==> config.mk <==
export PLATFORM = sky130hd
export DESIGN_NAME = sum_hi_ctrl
export DESIGN_NICKNAME = d
export VERILOG_FILES = /design/src/rtl/sum_hi_pkg.sv /design/src/rtl/sum_hi_ctrl.sv
export SDC_FILE = /design/constraint.sdc
export NUM_CORES = 1
export LEC_CHECK = 0
export ABC_AREA = 1
export BUFFER_PORTS_ARGS = -buffer_cell sky130_fd_sc_hd__buf_2
export CORE_ASPECT_RATIO = 0.5
export CORE_MARGIN = 2
export CORE_UTILIZATION = 35
export DETAILED_ROUTE_END_ITERATION = 16
export GPL_ROUTABILITY_DRIVEN = 0
export PLACE_DENSITY = 0.57
export SYNTH_ARGS = -nofsm -noshare
export SYNTH_HDL_FRONTEND = slang
export SYNTH_SLANG_ARGS = --single-unit
==> constraint.sdc <==
create_clock -name clk -period 4.21 [get_ports clk]
set_clock_uncertainty 0.2 [all_clocks]
set_input_delay 1.0525 -clock clk [delete_from_list [all_inputs] [get_ports clk]]
set_output_delay 1.0525 -clock clk [all_outputs]
set_load 0.02 [all_outputs]
==> src/rtl/sum_hi_pkg.sv <==
// Shared constants and state encoding for the bilateral-filter weight-sum controller.
// The tree width follows from the weight width and the tap count.
package sum_hi_pkg;

    localparam int HI_W   = 14;
    localparam int TAPS   = 121;
    localparam int TREE_W = HI_W + $clog2(TAPS);

    typedef enum logic [1:0] {
        IDLE = 2'd0,
        ACC  = 2'd1,
        OUT  = 2'd2
    } state_e;

    // Wide enough that num_pass full-scale tree results cannot overflow.
    function automatic int acc_width(input int tree_w, input int num_pass);
        return tree_w + $clog2(num_pass);
    endfunction

endpackage

==> src/rtl/sum_hi_ctrl.sv <==
// Sequences the weight-sum tree over NUM_PASS evaluations per pixel, accumulates them,
// and hands the pixel sum downstream with its position in the frame.
module sum_hi_ctrl #(
    parameter int NUM_PASS      = 3,
    parameter int PIX_PER_FRAME = 4096,
    parameter int TREE_W        = 21,
    localparam int ACC_W        = sum_hi_pkg::acc_width(TREE_W, NUM_PASS),
    localparam int PIX_W        = (PIX_PER_FRAME > 1) ? $clog2(PIX_PER_FRAME) : 1
) (
    input  logic              clk,
    input  logic              rst,
    input  logic              clr,
    input  logic              in_valid,
    output logic              in_ready,
    output logic              tree_en,
    input  logic [TREE_W-1:0] tree_sum,
    output logic [TREE_W-1:0] hold_sum,
    output logic              out_valid,
    input  logic              out_ready,
    output logic [ACC_W-1:0]  out_sum,
    output logic [PIX_W-1:0]  pix_idx,
    output logic              frame_done
);
    import sum_hi_pkg::*;

    localparam int CNT_W = $clog2(NUM_PASS + 1);
    localparam logic [CNT_W-1:0] LAST_CNT = CNT_W'(NUM_PASS - 1);
    localparam logic [PIX_W-1:0] LAST_PIX = PIX_W'(PIX_PER_FRAME - 1);

    state_e            state_q, state_d;
    logic [ACC_W-1:0]  acc_q, acc_d;
    logic [TREE_W-1:0] hold_q, hold_d;
    logic [CNT_W-1:0]  pass_q, pass_d;
    logic [PIX_W-1:0]  pix_q, pix_d;
    logic              frame_done_q, frame_done_d;
    logic              accept;
    logic              out_hs;

    // Gating with rst keeps the tree idle while the block is held in reset.
    assign in_ready   = !rst && !clr && ((state_q != OUT) || out_ready);
    assign accept     = in_valid && in_ready;
    assign tree_en    = accept;
    assign out_valid  = (state_q == OUT) && !clr;
    assign out_hs     = out_valid && out_ready;
    assign hold_sum   = hold_q;
    assign out_sum    = acc_q;
    assign pix_idx    = pix_q;
    assign frame_done = frame_done_q;

    always_comb begin
        state_d      = state_q;
        acc_d        = acc_q;
        hold_d       = hold_q;
        pass_d       = pass_q;
        pix_d        = pix_q;
        frame_done_d = 1'b0;

        if (accept) begin
            hold_d = tree_sum;
        end

        if (clr) begin
            state_d = IDLE;
            pass_d  = '0;
            pix_d   = '0;
        end else begin
            if (out_hs) begin
                pix_d        = (pix_q == LAST_PIX) ? '0 : pix_q + 1'b1;
                frame_done_d = (pix_q == LAST_PIX);
            end
            case (state_q)
                // A beat accepted while presenting a result starts the next pixel directly.
                IDLE, OUT: begin
                    if (accept) begin
                        acc_d   = ACC_W'(tree_sum);
                        pass_d  = CNT_W'(1);
                        state_d = (NUM_PASS == 1) ? OUT : ACC;
                    end else if ((state_q == OUT) && out_ready) begin
                        state_d = IDLE;
                        pass_d  = '0;
                    end
                end
                ACC: begin
                    if (accept) begin
                        acc_d  = acc_q + ACC_W'(tree_sum);
                        pass_d = pass_q + 1'b1;
                        if (pass_q == LAST_CNT) begin
                            state_d = OUT;
                        end
                    end
                end
                default: state_d = IDLE;
            endcase
        end
    end

    always_ff @(posedge clk or posedge rst) begin
        if (rst) begin
            state_q      <= IDLE;
            acc_q        <= '0;
            hold_q       <= '0;
            pass_q       <= '0;
            pix_q        <= '0;
            frame_done_q <= 1'b0;
        end else begin
            state_q      <= state_d;
            acc_q        <= acc_d;
            hold_q       <= hold_d;
            pass_q       <= pass_d;
            pix_q        <= pix_d;
            frame_done_q <= frame_done_d;
        end
    end

endmodule

==> results.toml <==
[outcome]
status = "completed"

[power]
cellLeakagePower_uw = 0.002933
peakVddDrop_mv = 0.1586
power_density_nw_per_um2 = 462.7
power_uw = 2349

[setup_path]
crit_family = "simple AND/OR/NAND/NOR gates"
path_buf_inv = 4
cpMostUsedCell = "buf_2"
end_kind = "primary output"
crit_chain = "buf_2 -> nand3b_1 -> nand2_1 -> inv_2 -> nand2_4 -> inv_4 -> buf_2"
crit_path_start_kind = "primary input"
path_max_fanout = 44
worstPathArrival_ns = 2.09
worstPathRequired_ns = 2.96
max_stage_delay_ns = 0.32
path_class = "in2out"
cp_slowest_cell = "nand2_4"

[global_routing]
antenna_found_initial = 0
first_global_vias = 3833
grt_pass1_wl_um = 18770
grtUsageTotal = 0.1821
grt.overflow.total = 0
grt_max_degree = 45

[cts]
clk-insertion-delay-late_ns = 0.33
cts_buffers = 9
cts.path.max_buffers = 2
ctsHoldBuffers = 0
cts_setup_buffers = 0
post_cts_resized = 0
cts.sinks = 61
h-tree-depth = 3
cts_tree = "yes"
cts-root-buf = "clkbuf_16"
clk_pin_slew_ns = 0.05

[placement]
pre_cts_ws_ns = 0.8452
portBuffers = 85
dp_hpwl_um = 8851

[routing]
drtIter0Drc = 360
drt.antenna.violating_nets = 0
viasPerCell = 4.682
num_vias = 4172
wl_met2_um = 4865
wl_met3_um = 614
wl_met1_um = 5860
highest_layer = "met4"
drc = 0
wl_per_cell_um = 12.85
dr.pass1.iters = 5
wirelength_um = 11450

[final_layout]
diodes = 0
drive_gt1_frac = 0.1543
areaGrowthSynthToFinish_pct = 20.42
layout_common_cells = "nand2_1 (232), inv_1 (95), buf_2 (85)"
finalNetCount = 773
final_common_cell = "nand2_1"

[yosys]
syn_area_per_cell_um2 = 6.619
syn-cell-area_um2 = 4217
ys_seq_area_frac = 0.3620
syn_nets = 687
yosys.cell_types.count = 33
synth_warnings = 0
synth_seq_cells = 61
postSynthCellCount = 637

[die]
initial_utilization = 0.3582
die_x_um = 159.2
dieArea_um2 = 12990
die_h_um = 81.61
ios = 86
rows = 28
coreArea_um2 = 11770

[timing]
setup_tns_ns = 0
setup_viol = 0
period_share = 0.7940
rsz0062_at_grt = "false"
worst_slew_pin_slew_ns = 0.8141
drv_slew = 0
hold_viol_final = 0
slew_headroom = 0.4565
period_needed_ns = 3.343
fmax_mhz = 299.2
setup_ws_ns = 0.8672

[worst_hold_path]
hp-class = "reg2reg"

[run]
maxCapViolCount = 0
## per-stage QoR
stage,hold slack (ns),utilization,instances,cell area [µm²]
CTS,0.2781,0.4313,891,5077
floorplan,0.2570,-,637,4217
finish,0.2740,0.4313,891,5077
detailed placement,0.2650,0.4087,877,4811
global placement,0.2529,0.4087,877,4811
global route,0.2958,0.4313,891,5077
## kinds of logic (layout without fill, tap and decap cells)
| kind of cell | Yosys count | after routing | synth area share |
|---|---|---|---|
| XOR/XNOR | 8 | 8 | 0.01662 |
| adder cells (fa/ha/maj) | 24 | 24 | 0.07300 |
| buffers and inverters | 112 | 201 | 0.1056 |
| AO/OA/AOI/OAI | 96 | 96 | 0.1193 |
| AND/OR/NAND/NOR | 336 | 336 | 0.3234 |
| flip-flops | 61 | 61 | 0.3620 |
## worst register-to-register path, stage by stage (launching register included)
cell,delay (ns)
dfrtp_1,0.43
inv_2,0.40
nand3b_1,0.13
nand2_1,0.12
inv_2,0.06
nand2_4,0.32
inv_4,0.11
o21ai_2,0.33
buf_4,0.39
a21oi_1,0.07
o21ai_0,0.10
nand2_1,0.07
## flip-flops by register name, summed over array words and instances (netlist names)
| signal | flops |
|---|---|
| pass_q | 2 |
| frame_done | 1 |
| hold_sum | 21 |
| pix_idx | 12 |
| out_sum | 23 |
| state_q | 2 |
## report_power, final
| part | switching [µW] | total (µW) | internal [µW] |
|---|---|---|---|
| Combinational | 615 | 915 | 300 |
| Clock | 260 | 681 | 421 |
| Sequential | 70.7 | 753 | 682 |
## routing by layer
metal	track usage	up-vias
li1	-	2181
met1	0.2487	1876
met2	0.2922	102
met3	0.04444	13
met4	0.04818	0
met5	0	-
## cell usage after synthesis
| cell type | instances | area, µm² |
|---|---|---|
| nand2_1 | 232 | 870.8 |
| inv_1 | 96 | 360.4 |
| dfrtp_1 | 61 | 1526 |
| nor2_1 | 44 | 165.2 |
| a21oi_1 | 41 | 205.2 |
| o21ai_0 | 41 | 205.2 |
| nand3_1 | 40 | 200.2 |
| ha_1 | 23 | 287.8 |
| xor2_1 | 8 | 70.07 |
| clkbuf_1 | 7 | 26.28 |
| nor3_1 | 6 | 30.03 |
| o21ai_1 | 5 | 25.02 |
| nand4_1 | 4 | 25.02 |
| or2_2 | 3 | 18.77 |
| a31oi_1 | 2 | 12.51 |
| and2_1 | 2 | 12.51 |
| buf_6 | 2 | 22.52 |
| inv_2 | 2 | 7.510 |
| inv_4 | 2 | 12.51 |
| o21ai_2 | 2 | 17.52 |
| o21bai_1 | 2 | 15.01 |
| and3_1 | 1 | 6.260 |
| buf_1 | 1 | 3.750 |
| buf_2 | 1 | 5.000 |
| buf_4 | 1 | 7.510 |
| fa_1 | 1 | 20.02 |
| nand2_4 | 1 | 11.26 |
| nand3_2 | 1 | 10.01 |
| nand3b_1 | 1 | 7.510 |
| nor4_1 | 1 | 6.260 |
| o211ai_1 | 1 | 7.510 |
| o22ai_1 | 1 | 6.260 |
| o41ai_1 | 1 | 8.760 |
## cell type report
type	instances	area [µm²]
inverter	100	380.4
clock inverter	2	10.01
clock buffer	12	256.5
tap	165	206.4
sequential	61	1526
multi-input combinational	464	2245
fill	1255	6694
timing repair buffer	87	452.9
## final timing paths
check	to	slack, ns	from	depth (start not counted)
worst max-delay path	tree_en	0.87	out_ready	7
worst min-delay path	hold_sum[4]	0.27	hold_sum[4]	2
worst max register to register	out_sum[12]	1.37	state_q[0]	11
worst min register to register	hold_sum[4]	0.27	hold_sum[4]	2
max in group asynchronous	out_sum[18]	2.49	rst	3
min in group asynchronous	pix_idx[8]	0.68	rst	2
(Power assumes the default switching activity.)
